<file path="src/rtl/aw_vpu_scanout_if.sv">
// aw_vpu_scanout_if
// Groups the framebuffer fetch port and the host-side control strobes of the
// scanout block into one bundle.
//   fb_rd / fb_addr : read strobe and {page, pixel index} towards framebuffer
//   fb_data         : colour index returned one cycle after fb_rd
//   pal_we/idx/data : shadow palette write port
//   pal_commit      : request shadow-to-active palette copy at next vblank
//   swap_req        : request front-page toggle at next vblank
//   swap_ack        : one-cycle pulse when a page swap is applied
// The master modport is the scanout side; slave is the memory/host side.
interface aw_vpu_scanout_if #(
  parameter int ADDR_W     = 16,
  parameter int COLOR_BITS = 4
);
  logic                      fb_rd;
  logic [ADDR_W:0]           fb_addr;
  logic [3:0]                fb_data;
  logic                      pal_we;
  logic [3:0]                pal_idx;
  logic [3*COLOR_BITS-1:0]   pal_data;
  logic                      pal_commit;
  logic                      swap_req;
  logic                      swap_ack;

  modport master (
    output fb_rd, fb_addr, swap_ack,
    input  fb_data, pal_we, pal_idx, pal_data, pal_commit, swap_req
  );

  modport slave (
    input  fb_rd, fb_addr, swap_ack,
    output fb_data, pal_we, pal_idx, pal_data, pal_commit, swap_req
  );
endinterface

</file>
<file path="src/rtl/aw_vpu_scanout.sv">
// aw_vpu_scanout
// Video scanout: programmable sync timing, integer-scaled fetch of 4-bit
// indexed pixels from a double-buffered framebuffer, 16-entry palette with
// shadow/commit, page swap at vblank and an hpos[5]/vpos[5] bar test mode.
// Ports:
//   clk, reset     : pixel clock, synchronous active-high reset
//   test_mode      : 1 selects the bar pattern instead of framebuffer pixels
//   bus            : framebuffer fetch + palette/swap control (master side)
//   vblank_start   : one-cycle pulse after each frame boundary
//   front_page     : page currently scanned out
//   hsync, vsync   : sync outputs (polarity set by SYNC_NEG)
//   display_on     : inside the active area
//   rgb            : {b,g,r}
// Pipeline: counters -> registered fetch -> fb_data returns -> registered
// outputs, so video outputs lag the counter by three cycles.
module aw_vpu_scanout #(
  parameter int H_ACTIVE   = 640,
  parameter int H_FP       = 16,
  parameter int H_SYNC     = 96,
  parameter int H_BP       = 48,
  parameter int V_ACTIVE   = 480,
  parameter int V_FP       = 10,
  parameter int V_SYNC     = 2,
  parameter int V_BP       = 33,
  parameter int SYNC_NEG   = 1,
  parameter int SRC_W      = 320,
  parameter int SRC_H      = 200,
  parameter int SCALE      = 2,
  parameter int H_OFFSET   = 0,
  parameter int V_OFFSET   = 40,
  parameter int ADDR_W     = 16,
  parameter int COLOR_BITS = 4
) (
  input  logic                    clk,
  input  logic                    reset,
  input  logic                    test_mode,
  aw_vpu_scanout_if.master        bus,
  output logic                    vblank_start,
  output logic                    front_page,
  output logic                    hsync,
  output logic                    vsync,
  output logic                    display_on,
  output logic [3*COLOR_BITS-1:0] rgb
);

  localparam int H_TOTAL   = H_ACTIVE + H_FP + H_SYNC + H_BP;
  localparam int V_TOTAL   = V_ACTIVE + V_FP + V_SYNC + V_BP;
  localparam int HW        = $clog2(H_TOTAL);
  localparam int VW        = $clog2(V_TOTAL);
  localparam int SW        = (SCALE > 1) ? $clog2(SCALE) : 1;
  localparam int HS_START  = H_ACTIVE + H_FP;
  localparam int HS_END    = HS_START + H_SYNC;
  localparam int VS_START  = V_ACTIVE + V_FP;
  localparam int VS_END    = VS_START + V_SYNC;
  localparam int IMG_H_END = H_OFFSET + SCALE * SRC_W;
  localparam int IMG_V_END = V_OFFSET + SCALE * SRC_H;
  localparam logic SYNC_POL = (SYNC_NEG != 0) ? 1'b1 : 1'b0;
  localparam int CB        = COLOR_BITS;

  typedef struct packed {
    logic active;
    logic img;
    logic test;
    logic hbit;
    logic vbit;
    logic hs;
    logic vs;
  } ctl_t;

  logic [HW-1:0]     h;
  logic [VW-1:0]     v;
  logic [31:0]       h32;
  logic [31:0]       v32;
  logic              h_last, v_last;
  logic              in_img_h, in_img_v, in_img, in_active;
  logic              boundary;
  logic [SW-1:0]     x_sub, y_sub;
  logic [ADDR_W-1:0] pix_idx, line_base;
  logic              swap_pend, commit_pend;
  logic [3*CB-1:0]   shadow_pal [16];
  logic [3*CB-1:0]   active_pal [16];
  ctl_t              s1, s2;

  // Decode the current counter position into the regions used downstream.
  always_comb begin
    h32       = 32'(h);
    v32       = 32'(v);
    h_last    = (h32 == 32'(H_TOTAL - 1));
    v_last    = (v32 == 32'(V_TOTAL - 1));
    in_img_h  = (h32 >= 32'(H_OFFSET)) && (h32 < 32'(IMG_H_END));
    in_img_v  = (v32 >= 32'(V_OFFSET)) && (v32 < 32'(IMG_V_END));
    in_img    = in_img_h && in_img_v;
    in_active = (h32 < 32'(H_ACTIVE)) && (v32 < 32'(V_ACTIVE));
    boundary  = (h32 == 32'd0) && (v32 == 32'(V_ACTIVE));
  end

  // Raster counters.
  always_ff @(posedge clk) begin
    if (reset) begin
      h <= '0;
      v <= '0;
    end else if (h_last) begin
      h <= '0;
      v <= v_last ? '0 : v + VW'(1);
    end else begin
      h <= h + HW'(1);
    end
  end

  // Incremental pixel index: x_sub/y_sub count replicas of a source pixel or
  // row, line_base is the index of the first pixel of the current source row,
  // and pix_idx is reloaded from it at every line end.
  always_ff @(posedge clk) begin
    if (reset) begin
      x_sub     <= '0;
      y_sub     <= '0;
      pix_idx   <= '0;
      line_base <= '0;
    end else if (h_last) begin
      x_sub <= '0;
      if (v_last) begin
        y_sub     <= '0;
        line_base <= '0;
        pix_idx   <= '0;
      end else if (in_img_v) begin
        if (y_sub == SW'(SCALE - 1)) begin
          y_sub     <= '0;
          line_base <= line_base + ADDR_W'(SRC_W);
          pix_idx   <= line_base + ADDR_W'(SRC_W);
        end else begin
          y_sub   <= y_sub + SW'(1);
          pix_idx <= line_base;
        end
      end else begin
        pix_idx <= line_base;
      end
    end else if (in_img_h) begin
      if (x_sub == SW'(SCALE - 1)) begin
        x_sub   <= '0;
        pix_idx <= pix_idx + ADDR_W'(1);
      end else begin
        x_sub <= x_sub + SW'(1);
      end
    end
  end

  // Fetch stage plus the two-deep control pipeline that keeps sync and
  // region flags aligned with the returning fb_data.
  always_ff @(posedge clk) begin
    if (reset) begin
      bus.fb_rd   <= 1'b0;
      bus.fb_addr <= '0;
      s1          <= '0;
      s2          <= '0;
    end else begin
      bus.fb_rd   <= in_img && !test_mode;
      bus.fb_addr <= {front_page, pix_idx};
      s1.active   <= in_active;
      s1.img      <= in_img;
      s1.test     <= test_mode;
      s1.hbit     <= h32[5];
      s1.vbit     <= v32[5];
      s1.hs       <= (h32 >= 32'(HS_START)) && (h32 < 32'(HS_END));
      s1.vs       <= (v32 >= 32'(VS_START)) && (v32 < 32'(VS_END));
      s2          <= s1;
    end
  end

  // Palette and page state. At the boundary the copy and toggle use the
  // pending flags from before this cycle; requests arriving on the boundary
  // cycle reload the flags so they take effect one frame later, and a shadow
  // write on that cycle is not seen by the copy.
  always_ff @(posedge clk) begin
    if (reset) begin
      front_page   <= 1'b0;
      swap_pend    <= 1'b0;
      commit_pend  <= 1'b0;
      bus.swap_ack <= 1'b0;
      vblank_start <= 1'b0;
      for (int i = 0; i < 16; i++) begin
        shadow_pal[i] <= '0;
        active_pal[i] <= '0;
      end
    end else begin
      if (bus.pal_we) begin
        shadow_pal[bus.pal_idx] <= bus.pal_data;
      end
      if (boundary) begin
        vblank_start <= 1'b1;
        bus.swap_ack <= swap_pend;
        if (swap_pend) begin
          front_page <= ~front_page;
        end
        if (commit_pend) begin
          for (int i = 0; i < 16; i++) begin
            active_pal[i] <= shadow_pal[i];
          end
        end
        swap_pend   <= bus.swap_req;
        commit_pend <= bus.pal_commit;
      end else begin
        vblank_start <= 1'b0;
        bus.swap_ack <= 1'b0;
        swap_pend    <= swap_pend | bus.swap_req;
        commit_pend  <= commit_pend | bus.pal_commit;
      end
    end
  end

  // Output stage: palette lookup straight from fb_data, bar pattern, or
  // blanking, registered together with the delayed sync flags.
  always_ff @(posedge clk) begin
    if (reset) begin
      hsync      <= SYNC_POL;
      vsync      <= SYNC_POL;
      display_on <= 1'b0;
      rgb        <= '0;
    end else begin
      hsync      <= s2.hs ^ SYNC_POL;
      vsync      <= s2.vs ^ SYNC_POL;
      display_on <= s2.active;
      if (!s2.active) begin
        rgb <= '0;
      end else if (s2.test) begin
        rgb <= {{CB{s2.hbit}}, {CB{1'b0}}, {CB{s2.vbit}}};
      end else if (s2.img) begin
        rgb <= active_pal[bus.fb_data];
      end else begin
        rgb <= '0;
      end
    end
  end

endmodule

</file>
<file path="src/flat_wrapper.sv">
// flat-port wrapper written by rule: the top's interface ports become plain ports
module aw_vpu_scanout_flat 
#(
  parameter int H_ACTIVE   = 640,
  parameter int H_FP       = 16,
  parameter int H_SYNC     = 96,
  parameter int H_BP       = 48,
  parameter int V_ACTIVE   = 480,
  parameter int V_FP       = 10,
  parameter int V_SYNC     = 2,
  parameter int V_BP       = 33,
  parameter int SYNC_NEG   = 1,
  parameter int SRC_W      = 320,
  parameter int SRC_H      = 200,
  parameter int SCALE      = 2,
  parameter int H_OFFSET   = 0,
  parameter int V_OFFSET   = 40,
  parameter int ADDR_W     = 16,
  parameter int COLOR_BITS = 4
)
  (clk, reset, test_mode, vblank_start, front_page, hsync, vsync, display_on, rgb, bus_fb_rd, bus_fb_addr, bus_swap_ack, bus_fb_data, bus_pal_we, bus_pal_idx, bus_pal_data, bus_pal_commit, bus_swap_req);
  aw_vpu_scanout_if #(.ADDR_W(ADDR_W), .COLOR_BITS(COLOR_BITS)) bus_i ();
  input  logic clk;
  input  logic reset;
  input  logic test_mode;
  output logic vblank_start;
  output logic front_page;
  output logic hsync;
  output logic vsync;
  output logic display_on;
  output logic [3*COLOR_BITS-1:0] rgb;
  output wire logic [$bits(bus_i.fb_rd)-1:0] bus_fb_rd;
  output wire logic [$bits(bus_i.fb_addr)-1:0] bus_fb_addr;
  output wire logic [$bits(bus_i.swap_ack)-1:0] bus_swap_ack;
  input wire logic [$bits(bus_i.fb_data)-1:0] bus_fb_data;
  input wire logic [$bits(bus_i.pal_we)-1:0] bus_pal_we;
  input wire logic [$bits(bus_i.pal_idx)-1:0] bus_pal_idx;
  input wire logic [$bits(bus_i.pal_data)-1:0] bus_pal_data;
  input wire logic [$bits(bus_i.pal_commit)-1:0] bus_pal_commit;
  input wire logic [$bits(bus_i.swap_req)-1:0] bus_swap_req;
  assign bus_fb_rd = bus_i.fb_rd;
  assign bus_fb_addr = bus_i.fb_addr;
  assign bus_swap_ack = bus_i.swap_ack;
  assign bus_i.fb_data = bus_fb_data;
  assign bus_i.pal_we = bus_pal_we;
  assign bus_i.pal_idx = bus_pal_idx;
  assign bus_i.pal_data = bus_pal_data;
  assign bus_i.pal_commit = bus_pal_commit;
  assign bus_i.swap_req = bus_swap_req;
  aw_vpu_scanout #(.H_ACTIVE(H_ACTIVE), .H_FP(H_FP), .H_SYNC(H_SYNC), .H_BP(H_BP), .V_ACTIVE(V_ACTIVE), .V_FP(V_FP), .V_SYNC(V_SYNC), .V_BP(V_BP), .SYNC_NEG(SYNC_NEG), .SRC_W(SRC_W), .SRC_H(SRC_H), .SCALE(SCALE), .H_OFFSET(H_OFFSET), .V_OFFSET(V_OFFSET), .ADDR_W(ADDR_W), .COLOR_BITS(COLOR_BITS)) u_core (.clk(clk), .reset(reset), .test_mode(test_mode), .bus(bus_i), .vblank_start(vblank_start), .front_page(front_page), .hsync(hsync), .vsync(vsync), .display_on(display_on), .rgb(rgb));
endmodule
</file>
<file path="config.mk">
export PLATFORM = sky130hd
export DESIGN_NAME = aw_vpu_scanout_flat
export DESIGN_NICKNAME = d
export VERILOG_FILES = /design/src/rtl/aw_vpu_scanout_if.sv /design/src/rtl/aw_vpu_scanout.sv /design/src/flat_wrapper.sv
export SDC_FILE = /design/constraint.sdc
export NUM_CORES = 1
export LEC_CHECK = 0
export BUFFER_PORTS_ARGS = -buffer_cell sky130_fd_sc_hd__buf_2
export CAP_MARGIN = 20
export CORE_ASPECT_RATIO = 1.25
export CORE_MARGIN = 2
export CORE_UTILIZATION = 60
export CTS_CLUSTER_DIAMETER = 200
export CTS_CLUSTER_SIZE = 12
export DETAILED_ROUTE_END_ITERATION = 10
export GPL_ROUTABILITY_DRIVEN = 0
export PLACE_DENSITY = 0.76
export RECOVER_POWER = 50
export SKIP_LAST_GASP = 1
export SLEW_MARGIN = 20
export SYNTH_ARGS = -nofsm -noshare
export SYNTH_HDL_FRONTEND = slang
export SYNTH_SLANG_ARGS = --single-unit
</file>
<file path="constraint.sdc">
create_clock -name clk -period 21.5 [get_ports clk]
set_clock_uncertainty 0.2 [all_clocks]
set_input_delay 2.15 -clock clk [delete_from_list [all_inputs] [get_ports clk]]
set_output_delay 2.15 -clock clk [all_outputs]
set_load 0.03 [all_outputs]
</file>
Word level (Yosys, flattened, before mapping) --
Memory sizes are Yosys's and may differ from the RTL's. Cells that the tools add are included.
Storage, ports and cells: RAM bits 384, register bits after elaboration 106, memories kept 2, output and inout port bits 36
Operators by class: bitwise gates (word level) 24, $add $sub $neg 6, mux-type cells 44, equal/unequal tests 3, magnitude comparators 8, reduce and logical (&&, ||, !) cells 20
Memory list:
- u_core.active_pal | depth 16, bits a word 12, rd ports 1, clocked after memory_dff 0, write ports 16, line aw_vpu_scanout.sv:81 | logic [3*CB-1:0] active_pal [16];
- u_core.shadow_pal | depth 16, bits a word 12, rd ports 16, clocked after memory_dff 0, write ports 16, line aw_vpu_scanout.sv:80 | logic [3*CB-1:0] shadow_pal [16];
Operator list (number):
- 12-bit 2-to-1 mux | 19
- 16-bit 2-to-1 mux | 6
- 10-bit by 9-bit less-than comparator with 1-bit output (second input constant) | 3
- 10-bit by 1-bit adder with 10-bit output (second input constant) | 2
- 10-bit == test (second input constant) | 2
- 10-bit less-than comparator (second input constant) | 2
- 1-bit OR | 18
- 1-bit 2-to-1 mux | 17
- 16-bit by 1-bit adder with 16-bit output (second input constant) | 1
- 16-bit by 9-bit adder with 16-bit output (second input constant) | 1
- 12-bit OR reduction | 1
- 10-bit by 9-bit == test with 1-bit output (second input constant) | 1
- 10-bit >= comparator (second input constant) | 1
- 10-bit by 6-bit >= comparator with 1-bit output (second input constant) | 1
- 10-bit by 9-bit >= comparator with 1-bit output (second input constant) | 1
- 10-bit zero test | 1
- 10-bit 2-to-1 mux | 1
- 1-bit logical AND | 7
- 1-bit NOT | 6
- 2-bit AND reduction | 3
- 2-bit nonzero test | 3
- 2-bit OR reduction | 3
- 4-bit 2-to-1 mux | 1
- 4-bit OR reduction | 1
- other kinds (2) | 3

Depth between registers and ports, before layout --
depth after elaboration 6, mapped depth 8, depth with buffers taken out 7

Least setup slack after synthesis --
OpenSTA, ideal clock, no wires.
path kind register to register, start register u_core.h[4], end memory u_core.active_pal[0][0] (netlist bit) (enable), period minus slack after synthesis 15.737 ns, arrival time 14.527 ns, path buffers 0, cell stages (with the launch flop) 5, setup time 1.011 ns, setup slack 5.763 ns, path through dfxtp_1 or4_1 nor2_1 nand3_2 o21ai_0
RTL lines:
- start, declared | line aw_vpu_scanout.sv:70 | logic [HW-1:0] h;
- start signal, assigned | line aw_vpu_scanout.sv:106 | h <= h + HW'(1);
- end, declared | line aw_vpu_scanout.sv:81

==> flow_summary.toml <==
[timing]
setup_ws_ps = 13980
setup_violations = 0
post-route-min-period_ps = 7520
fin_setup_tns_ps = 0
hold_viol = 0
tightest_slew_ps = 4120
fmax_mhz = 133
rsz0062_at_grt = "false"
max_slew_margin_pct = -174
period_share_pct = 35.0
final_max_slew_viol_count = 261

[setup_path]
cp_top_family = "buffers and inverters"
cp_max_fo = 77
required_ps = 21730
path_common_cell = "clkbuf_1"
crit_path_cell_trace = "clkbuf_1 -> clkbuf_1 -> a21oi_1 -> and2_1"
start_kind = "input port"
max_stage_delay_ps = 2560
cp.depth = 4
r2r_cells = 6
end_kind = "register"
startpoint = "reset"
r2r_start = "u_core.v[5]$_SDFFE_PP0P_"
cp.arrival_ps = 7750
crit_type = "input port to register"
cp_slowest_cell = "clkbuf_1"
path_buf_inv = 2

[floorplan]
dieArea_um2 = 35000
die_h_um = 209
die_w_um = 168
start_util_pct = 60.4
pin_count = 62
core.rowCount = 75
coreArea_um2 = 33300

[clock_tree]
cts_setup_buffers = 0
cts_root_buffer = "clkbuf_16"
insertion_delay_ps = 550
cts.clk_slew.worst_paths_ps = 60
htree_levels = 2
holdBufCountCts = 0
cts-resized-gates = 0
clockBufferDepth = 3
clock_sinks = 490
tritoncts = "yes"
cts_made_buffers = 46

[run_status]
violations = "max-capacitance violations, max-slew violations"
status = "finished, violations left"

[layout]
drive_above_1_share_pct = 11.8
layout.cells.non_filler = 1917
final_nets = 1488
ff_latch_area_um2 = 13700
multi_input_area_um2 = 6080
n_fill_cell = 2319
area_delta_synth_final_pct = 9.65

[synthesis]
synth_commonest_cells = "edfxtp_1, and2_1, dfxtp_1"
yosysSeqAreaShare_pct = 67.8
syn_area_um2 = 20100
synth_edf_count = 384
synth.most_common_cell = "edfxtp_1"
synth_seq_cells = 490
synth_top_area_share_pct = 57.3
synth_flop_cell = "edfxtp_1"
avgSynthCellArea_um2 = 14.3
synth_area_leaders = "edfxtp_1, dfxtp_1, and2_1"
synth_top_cell_by_area = "edfxtp_1"
async_flop_share_pct = 0
yosysWarnings = 0
synthesis.nets = 1444
synth_cells = 1412
synth_cell_types = 58

[grt]
grt_pass1_wl_mm = 62.9
grtUsageTotal_pct = 23.9
grt_pass1_vias = 11200
grt_overflow_total = 0
grt_max_degree = 193
grt_antenna_before_repair = 3

[power_and_ir_drop]
p_total_mw = 1.93
power.density_nw_per_um2 = 87.3
peakVddDrop_uv = 57.6
p_leak_nw = 7.47

[placed_design]
dpl_worst_slack_ps = 16530
io_buffers = 61
post-place-cells = 1831
dp.final_hpwl_mm = 24.9

[detailed_routing]
dr.pass1.iters = 5
first_iter_violations = 1018
ant_nets = 0
wl_mm = 40.3
drc = 0
vias = 10900
routedWlPerCell_um = 21.0
vias_per_cell = 5.68

[worst_hold_path]
hold_start = "u_core.s2[0]$_SDFF_PP0_"
hold_class = "register to register"
min_path_cells = 1

[job]
maxCapViolations = 3
-- cell type report --
class	instances	share of cell area, %
diodes	2	0.0227
clock buffers	84	6.20
inverters	12	0.204
multi-input cells	825	27.5
flip-flops and latches	490	61.9
well taps	423	2.40
repair buffers	81	1.79
-- final timing paths --
path         slack (ps)                                      to
max reg2reg       16240  u_core.active_pal[2][10]$_SDFFCE_PN0P_
max               13980        u_core.line_base[2]$_SDFFE_PP0P_
min                 200                 u_core.vsync$_SDFF_PP1_
min reg2reg         200                 u_core.vsync$_SDFF_PP1_
-- per-layer routing --
| layer | GRT usage, % | up-vias | wire, um |
|---|---|---|---|
| met5 | 0 | - | 13 |
| met4 | 9.54 | 2 | 1440 |
| met3 | 4.22 | 83 | 2380 |
| met2 | 41.9 | 339 | 20900 |
| met1 | 29.5 | 5360 | 15600 |
| li1 | - | 5113 | - |
-- through the flow --
| step | hold slack (ps) | util, % | area, um^2 |
|---|---|---|---|
| after floorplan | 152 | - | 20100 |
| after global placement | 190 | 62.4 | 20800 |
| after detailed placement | 177 | 62.4 | 20800 |
| after CTS | 197 | 66.5 | 22200 |
| after global routing | 223 | 66.2 | 22100 |
| final | 198 | 66.3 | 22100 |
-- power by group --
part,switching (mW),internal (mW)
Sequential,0.0139,1.07
Clock,0.325,0.426
Combinational,0.0579,0.0355
-- placed cells by master, fill, tap and decap left out, drive strengths merged, types with 13 or more instances in the layout --
cell type	count
nand2	34
nor2b	105
nand3	23
xor2	22
a21oi	18
o21ai	24
xnor2	16
buf	36
nor2	67
edfxtp	384
nor3	17
mux4	52
nand4	13
mux2	16
and2	324
clkbuf	129
dfxtp	106
-- sequential cells by signal, summed over array words and instances (netlist names), 7 cells and up --
signal / flops
u_core.s1: 7
u_core.line_base: 16
u_core.pix_idx: 16
u_core.active_pal: 192
u_core.s2: 7
u_core.bus.fb_addr: 17
u_core.h: 10
u_core.v: 10
u_core.rgb: 12
u_core.shadow_pal: 192
-- kinds of logic (layout without fill, tap and decap cells) --
kind of cell / count (synthesis) / in the layout / synth area share (%)
adders and majority gates: 6 / 6 / 0.373
xor gates and xnor gates: 38 / 38 / 1.65
AOI/OAI and AO/OA: 88 / 88 / 3.00
DFF: 490 / 490 / 67.8
muxes: 69 / 69 / 6.76
buffers and inverters: 97 / 177 / 2.03
and+or+nand+nor: 624 / 624 / 18.4
other: 0 / 2 / 0
Note: power is estimated with default switching activity, not from simulation.
